--- src/rtl/frame_sum_pkg.sv ---
// Shared stream definitions: flag bit positions and the frame_sum state encoding.
package frame_sum_pkg;
  localparam int MF_A = 3;
  localparam int MF_F = 2;
  localparam int MF_L = 1;
  localparam int MF_V = 0;
  localparam int SF_ABT = 1;
  localparam int SF_BSY = 0;

  typedef enum logic [1:0] {
    S_IDLE,
    S_ACC,
    S_HOLD,
    S_DRAIN
  } state_t;
endpackage

--- src/rtl/stream_out_reg.sv ---
// Output holding register for a stream stage: captures one result, keeps it stable
// while downstream is busy, and drops it on transfer or on a downstream abort.
module stream_out_reg
  import frame_sum_pkg::*;
#(
  parameter int DW = 32
) (
  input  logic          clk,
  input  logic          rst_n,
  input  logic          load,
  input  logic [DW-1:0] load_data,
  input  logic          load_trunc,
  input  logic [1:0]    dc_sflags,
  output logic [DW-1:0] data,
  output logic [3:0]    mflags,
  output logic          xfer
);
  assign xfer = mflags[MF_V] & ~dc_sflags[SF_BSY];

  always_ff @(posedge clk or negedge rst_n) begin
    if (!rst_n) begin
      data   <= '0;
      mflags <= '0;
    end else if (dc_sflags[SF_ABT]) begin
      data   <= '0;
      mflags <= '0;
    end else if (load) begin
      data   <= load_data;
      mflags <= {load_trunc, 3'b111};
    end else if (xfer) begin
      mflags <= '0;
    end
  end
endmodule

--- src/rtl/frame_sum.sv ---
// Accumulates signed samples of each F..L frame and emits {sum, count} once per frame,
// truncating frames at MAXLEN samples and dropping the remainder of such frames.
module frame_sum
  import frame_sum_pkg::*;
#(
  parameter int W      = 16,
  parameter int CW     = 8,
  parameter int MAXLEN = 255
) (
  input  logic            clk,
  input  logic            rst_n,
  input  logic [W-1:0]    uc_d0,
  input  logic [3:0]      uc_mflags,
  output logic [1:0]      cu_sflags,
  output logic [W+CW-1:0] cd_d0,
  output logic [CW-1:0]   cd_d1,
  output logic [3:0]      cd_mflags,
  input  logic [1:0]      dc_sflags,
  output logic            err
);
  localparam int SW = W + CW;

  // Handshake: a beat moves when the sender's V is high and the receiver's bsy is low
  // on the same clock edge; V/data are held by the sender until that happens.
  state_t          state;
  logic [SW-1:0]   acc;
  logic [CW-1:0]   cnt;
  logic            tr;
  logic [SW-1:0]   sx;
  logic [SW-1:0]   sum_nxt;
  logic [CW-1:0]   cnt_nxt;
  logic            in_xfer;
  logic            in_abort;
  logic            start;
  logic            add;
  logic            close;
  logic            load;
  logic            out_xfer;
  logic            dn_abt;
  logic [SW+CW-1:0] out_data;

  assign dn_abt    = dc_sflags[SF_ABT];
  assign cu_sflags = {dc_sflags[SF_ABT], state == S_HOLD};
  assign in_xfer   = uc_mflags[MF_V] & (state != S_HOLD);
  assign in_abort  = in_xfer & uc_mflags[MF_A];

  always_comb begin
    sx      = {{CW{uc_d0[W-1]}}, uc_d0};
    start   = in_xfer & ~uc_mflags[MF_A] & uc_mflags[MF_F];
    add     = in_xfer & ~uc_mflags[MF_A] & ~uc_mflags[MF_F] & (state == S_ACC);
    sum_nxt = start ? sx : acc + sx;
    cnt_nxt = start ? CW'(1) : cnt + CW'(1);
    // A frame closes on L or when this sample is the MAXLEN-th one.
    close   = (start | add) & (uc_mflags[MF_L] | (cnt_nxt == CW'(MAXLEN)));
    load    = close & ~dn_abt;
  end

  always_ff @(posedge clk or negedge rst_n) begin
    if (!rst_n) begin
      state <= S_IDLE;
      acc   <= '0;
      cnt   <= '0;
      tr    <= 1'b0;
      err   <= 1'b0;
    end else if (dn_abt) begin
      state <= S_IDLE;
      acc   <= '0;
      cnt   <= '0;
      tr    <= 1'b0;
    end else if (in_abort) begin
      state <= S_IDLE;
      acc   <= '0;
      cnt   <= '0;
      tr    <= 1'b0;
    end else if (start | add) begin
      acc   <= sum_nxt;
      cnt   <= cnt_nxt;
      tr    <= close & ~uc_mflags[MF_L];
      state <= close ? S_HOLD : S_ACC;
      if (start && state == S_ACC) err <= 1'b1;
    end else begin
      case (state)
        S_IDLE:  if (in_xfer) err <= 1'b1;
        S_HOLD:  if (out_xfer) state <= tr ? S_DRAIN : S_IDLE;
        S_DRAIN: if (in_xfer && uc_mflags[MF_L]) state <= S_IDLE;
        default: state <= state;
      endcase
    end
  end

  stream_out_reg #(.DW(SW + CW)) u_out (
    .clk        (clk),
    .rst_n      (rst_n),
    .load       (load),
    .load_data  ({sum_nxt, cnt_nxt}),
    .load_trunc (~uc_mflags[MF_L]),
    .dc_sflags  (dc_sflags),
    .data       (out_data),
    .mflags     (cd_mflags),
    .xfer       (out_xfer)
  );

  assign cd_d0 = out_data[SW+CW-1:CW];
  assign cd_d1 = out_data[CW-1:0];
endmodule

--- config.mk ---
export PLATFORM = sky130hd
export DESIGN_NAME = frame_sum
export DESIGN_NICKNAME = d
export VERILOG_FILES = /design/src/rtl/frame_sum_pkg.sv /design/src/rtl/stream_out_reg.sv /design/src/rtl/frame_sum.sv
export SDC_FILE = /design/constraint.sdc
export NUM_CORES = 1
export LEC_CHECK = 0
export CORE_UTILIZATION = 25
export DETAILED_ROUTE_END_ITERATION = 6
export GPL_TIMING_DRIVEN = 1
export MAX_ROUTING_LAYER = met4
export SLEW_MARGIN = 20
export SYNTH_ARGS = -nofsm -noshare
export SYNTH_HDL_FRONTEND = slang
export SYNTH_SLANG_ARGS = --single-unit
--- constraint.sdc ---
create_clock -name clk -period 2.7 [get_ports clk]
set_input_delay 0.54 -clock clk [delete_from_list [all_inputs] [get_ports clk]]
set_output_delay 0.54 -clock clk [all_outputs]
set_load 0.02 [all_outputs]
# --- Word level (Yosys, flattened, before mapping) ---
# Index checks and enable logic that the tools add are counted.
totals:
  regBits: 72
  elab_cells: 74
  out_inout_bits: 39
classes:
  n_reduce_logical: 11
  n_eq_ne: 8
  addsub: 2
  n_bitwise: 18
  n_mux: 28
op_table:
  columns: ["cell", "count"]
  rows:
  - ["two-way mux 24 bit", 4]
  - ["two-way mux 32 bit", 2]
  - ["two-way mux 8 bit", 4]
  - ["adder 24 bit", 1]
  - ["two-way mux 2 bit", 7]
  - ["two-way mux 4 bit", 3]
  - ["AND 1 bit", 10]
  - ["adder 8 x 1 -> 8 bit, second input constant", 1]
  - ["== test 8 bit, second input constant", 1]
  - ["two-way mux 1 bit", 7]
  - ["inverter 1 bit", 6]
  - ["nonzero test 2 bit", 3]
  - ["nonzero test 3 bit", 2]
  - ["inequality test 5 x 1 -> 1 bit, second input constant", 1]
  - ["inequality test 5 bit, second input constant", 1]
  - ["AND reduction 5 bit", 1]
  - ["nonzero test 5 bit", 1]
  - ["== test 2 bit, second input constant", 2]
  - ["case mux 2 bit (2 select lines)", 1]
  - ["AND reduction 3 bit", 1]
  - ["== test 2 x 1 -> 1 bit, second input constant", 1]
  - ["logical AND 1 bit", 2]
  - ["logical NOT 2 bit", 1]
  - ["inequality test 2 x 1 -> 1 bit, second input constant", 1]
  - ["2 further kinds", 3]

# --- Longest topological paths before layout ---
logic_depth:
  ltp_word: 12
  mapped_depth: 10

# --- Modules after synthesis ---
# A second synthesis with hierarchy kept.
unflattened:
  hier_cells: 511
  area_unflattened_um2: 4594.4
modules_own_cells:
  columns: ["mod", "area_each_um2", "n_inst", "cells_each"]
  rows:
  - ["frame_sum", 3161.8, 1, 396]
  - ["stream_out_reg", 1432.6, 1, 115]

# --- Least setup slack after synthesis ---
# No wires, ideal clock.
synth_timing:
  kind: "input to register"
  start: "input uc_d0[0]"
  end: "register acc[18]"
  path_slack_ns: 0.000
  setup_ns: 0.118
  t_arrival_ns: 2.582
  n_path_buf: 0
  cell_stages: 9
  path_cell_list: "ha_1 > fa_1 > a21oi_1 > o2111ai_1 > a221o_1 > a21boi_4 > mux2i_1 > a21oi_1 > a21o_1"
synth_between:
  elab_chain_cells: 5
synth_rtl:
  columns: ["item", "line", "text"]
  rows:
  - ["start: declaration", "frame_sum.sv:12", "input logic [W-1:0] uc_d0,"]
  - ["adder 24 bit", "frame_sum.sv:51", "sum_nxt = start ? sx : acc + sx;"]
  - ["two-way mux 24 bit", "frame_sum.sv:51", null]
  - ["two-way mux 24 bit", "frame_sum.sv:75", "end else if (start | add) begin"]
  - ["two-way mux 24 bit", "frame_sum.sv:70", "end else if (in_abort) begin"]
  - ["two-way mux 24 bit", "frame_sum.sv:65", "end else if (dn_abt) begin"]
  - ["end signal: assignment", "frame_sum.sv:76", "acc <= sum_nxt;"]
  - ["end: declaration", "frame_sum.sv:26", "logic [SW-1:0] acc;"]
# Every way passes these cells. The select of a mux whose other input is x is not followed.
# A chain may end at the register's enable or synchronous reset.

# --- Worst setup path after layout ---
# Ends and elaborated chain as after synthesis.

==> results.sh <==
export IMPL_final_min_period_over_clock_period=0.9781
export IMPL_place_port_buffers=62
export IMPL_synth_warnings=0
export IMPL_wl_um=14560
export IMPL_count_of_different_cell_masters_after_synthesis=64
export IMPL_final_layout_size_suffix_gt1_frac=0.2308
export IMPL_hold_ws_ns=0.2560
export IMPL_number_of_hold_slack_violations_in_the_final_timing_report=0
export IMPL_synth_top_flop_cell="dfrtp_1"
export IMPL_cp_end_kind="flop"
export IMPL_dp_hpwl_um=10470
export IMPL_die_area_um2=18670
export IMPL_synth_net_count=558
export IMPL_detail_routed_via_count_per_cell=5.105
export IMPL_p_per_area_nw_per_um2=460.0
export IMPL_synth_common_cells="dfrtp_1 (70), nand2_1 (70), a21oi_1 (41), nor2_1 (32), o21ai_0 (26)"
export IMPL_timing_max_slew_rel_slack=0.4866
export IMPL_initial_core_util=0.2593
export IMPL_route_detailed_wl_per_inst_um=16.64
export IMPL_min_path_type="in -> async"
export IMPL_die_width_um=136.6
export IMPL_data_arrival_time_of_the_critical_path_ns=2.88
export IMPL_clock_root_buffer="clkbuf_16"
export IMPL_routabilityCongestion=0.8260
export IMPL_layout_cells_non_filler=875
export IMPL_dr_total_vias=4467
export IMPL_die_h_um=136.6
export IMPL_worst_ep_required_time_ns=2.94
export IMPL_yosysTopAreaCell="dfrtp_1"
export IMPL_worst_skew_pair_late_latency_ns=0.35
export IMPL_avgSynthCellArea_um2=8.903
export IMPL_max_slew_worst_pin_slew_ns=0.7701
export IMPL_cts_made_buffers=9
export IMPL_rows=48
export IMPL_io_pin_count=63
export IMPL_syn_cell_area_um2=4532
export IMPL_worst_setup_path_start_kind="primary input"
export IMPL_synth_largest_type_area_fraction=0.3865
export IMPL_fp_coreArea_um2=17480
export IMPL_max_clock_freq_mhz=378.7
export IMPL_timing_final_setup_violations=0
export IMPL_tritoncts_clock_tree="built"
export IMPL_clkSinkCount=70
export IMPL_ys_async_sr_fraction=1.000
export IMPL_clock_skew_ns=0.004013
export IMPL_grt_pass1_wl_um=23540
export IMPL_areaGrowthSynthToFinish_pct=45.11
export IMPL_status="completed"
export IMPL_crit_path_max_fanout=4
export IMPL_clkTransAtPathRegs_ns=0.06
export IMPL_criticalPathCategory="in -> reg"
export IMPL_antenna_found_initial=0
export IMPL_syn_inst=509
export IMPL_detailedRoute_firstIterationViolations=203
export IMPL_final_max_slew_viol_count=0
export IMPL_antenna_cells=0
export IMPL_globalRouteOverflowTotal=0
export IMPL_cts_max_level=3
export IMPL_cts_path_max_buffers=2
export IMPL_grt_pass1_vias=4604
export IMPL_ir_worst_vdd_mv=0.3112
export IMPL_gr_usage_all_layers=0.1697
export IMPL_post_place_cells=851
export IMPL_numnets_final=694
export IMPL_static_leakage_power_nw=2.941
export IMPL_synth_enable_flop_cells=0
export IMPL_detail_route_drc_violations=0
export IMPL_yosys_top_cells_area="dfrtp_1 (39%), ha_1 (6.6%), nand2_1 (5.8%), a21oi_1 (4.5%), a22o_1 (4.4%)"
export IMPL_yosys_register_bits=70
export IMPL_max_cap_violations=0
export IMPL_drt_pre_antenna_iters=5
export IMPL_seq_area_frac_synth=0.3865
export IMPL_maximum_number_of_pins_on_one_net_before_global_route_repair=42
export IMPL_antenna_violating_nets_post_route=0
export IMPL_timing_final_crit_period_ns=2.641
## registers in the layout, indices dropped and copies added (netlist names)
name	count
state	2
u_out.data	32
tr	1
u_out.mflags	2
err	1
acc	24
cnt	8
## timing repair
| action | 4_1_cts | 5_1_grt |
|---|---|---|
| hold buffers | 0 | 0 |
| setup endpoints to repair | 22 | 21 |
| gates resized for setup | 16 | 23 |
| setup buffers | 4 | 4 |
| pin swaps | 11 | 12 |
## cell usage in the layout (no fill, tap or decap), types with 6 or more instances in the layout
cell type        count
ha_4                11
nand3_1             11
buf_4               86
a31oi_1              9
o21ai_1             13
xnor2_1             13
clkbuf_16            9
a21o_1              13
mux2i_1              7
dfrtp_1             70
o21a_1               7
nand4_1             11
a21oi_1             37
a21oi_2              6
clkdlybuf4s50_1     54
inv_1               11
nand2_1             70
xor2_1               6
nor2_1              32
ha_1                12
o21ai_0             26
a22o_1              23
## path summary, 6_finish.rpt
path                                   to  depth (start not counted)      from  slack, ns
max                               acc[18]                         11  uc_d0[0]       0.06
min                        u_out.data[19]                          1     rst_n       0.26
max reg2reg                       acc[18]                         10    acc[0]       0.06
min reg2reg                           err                          1       err       0.47
max in group asynchronous          acc[1]                          2     rst_n       1.74
min in group clk                      err                          1       err       0.47
## per-stage QoR
step | worst slack, ns | TNS (ns) | util | area [µm²] | power, mW
6_report | 0.05921 | 0 | 0.3763 | 6576 | 3.025
5_1_grt | -0.02817 | -0.06356 | 0.3763 | 6576 | 3.160
4_1_cts | 0.001030 | 0 | 0.3656 | 6389 | 3.020
3_5_place_dp | -0.7641 | -14.86 | 0.3431 | 5996 | 1.763
3_3_place_gp | -0.6660 | -13.31 | 0.3431 | 5996 | 1.753
2_1_floorplan | 0.00008193 | 0 | - | 4532 | 1.456
## final cells by class
class	count	area, µm²
fillers	1716	10900
clock buffers	9	225.2
multi-input cells	399	2823
well taps	225	281.5
inverters	11	41.29
repair buffers	154	1380
flip-flops and latches	70	1752
clock inverters	7	73.82
## routing by layer
metal  up-vias  routed length [µm]  global-route usage
met5         -                   0                   -
met4         0                 168             0.07346
li1       2162                   -                   -
met2       104                6613              0.2549
met3        12                 751             0.02630
met1      2189                7028              0.2250
## kinds of logic after synthesis
group           count (synthesis)  synth area share
fa+ha+maj                      25           0.07068
mux                             8           0.01795
flops                          70            0.3865
compound gates                185            0.2816
buf+inv                        40           0.03782
simple gates                  162            0.1687
xor+xnor                       19           0.03672
## where the power goes
group          leakage, nW  switching, mW  internal (mW)
sequential           0.964         0.0266           1.08
combinational         1.83          0.362          0.328
clock                0.146          0.509          0.718
## critical path, cell delays in order
cell and delay (ns):
clkdlybuf4s15_1 0.19, ha_2 0.20, fa_2 0.38, a21oi_2 0.20
o2111ai_2 0.15, a221o_1 0.38, a21boi_4 0.21, buf_4 0.15
mux2i_1 0.22, a21oi_1 0.10, a21o_1 0.16
(Power assumes the default switching activity.)
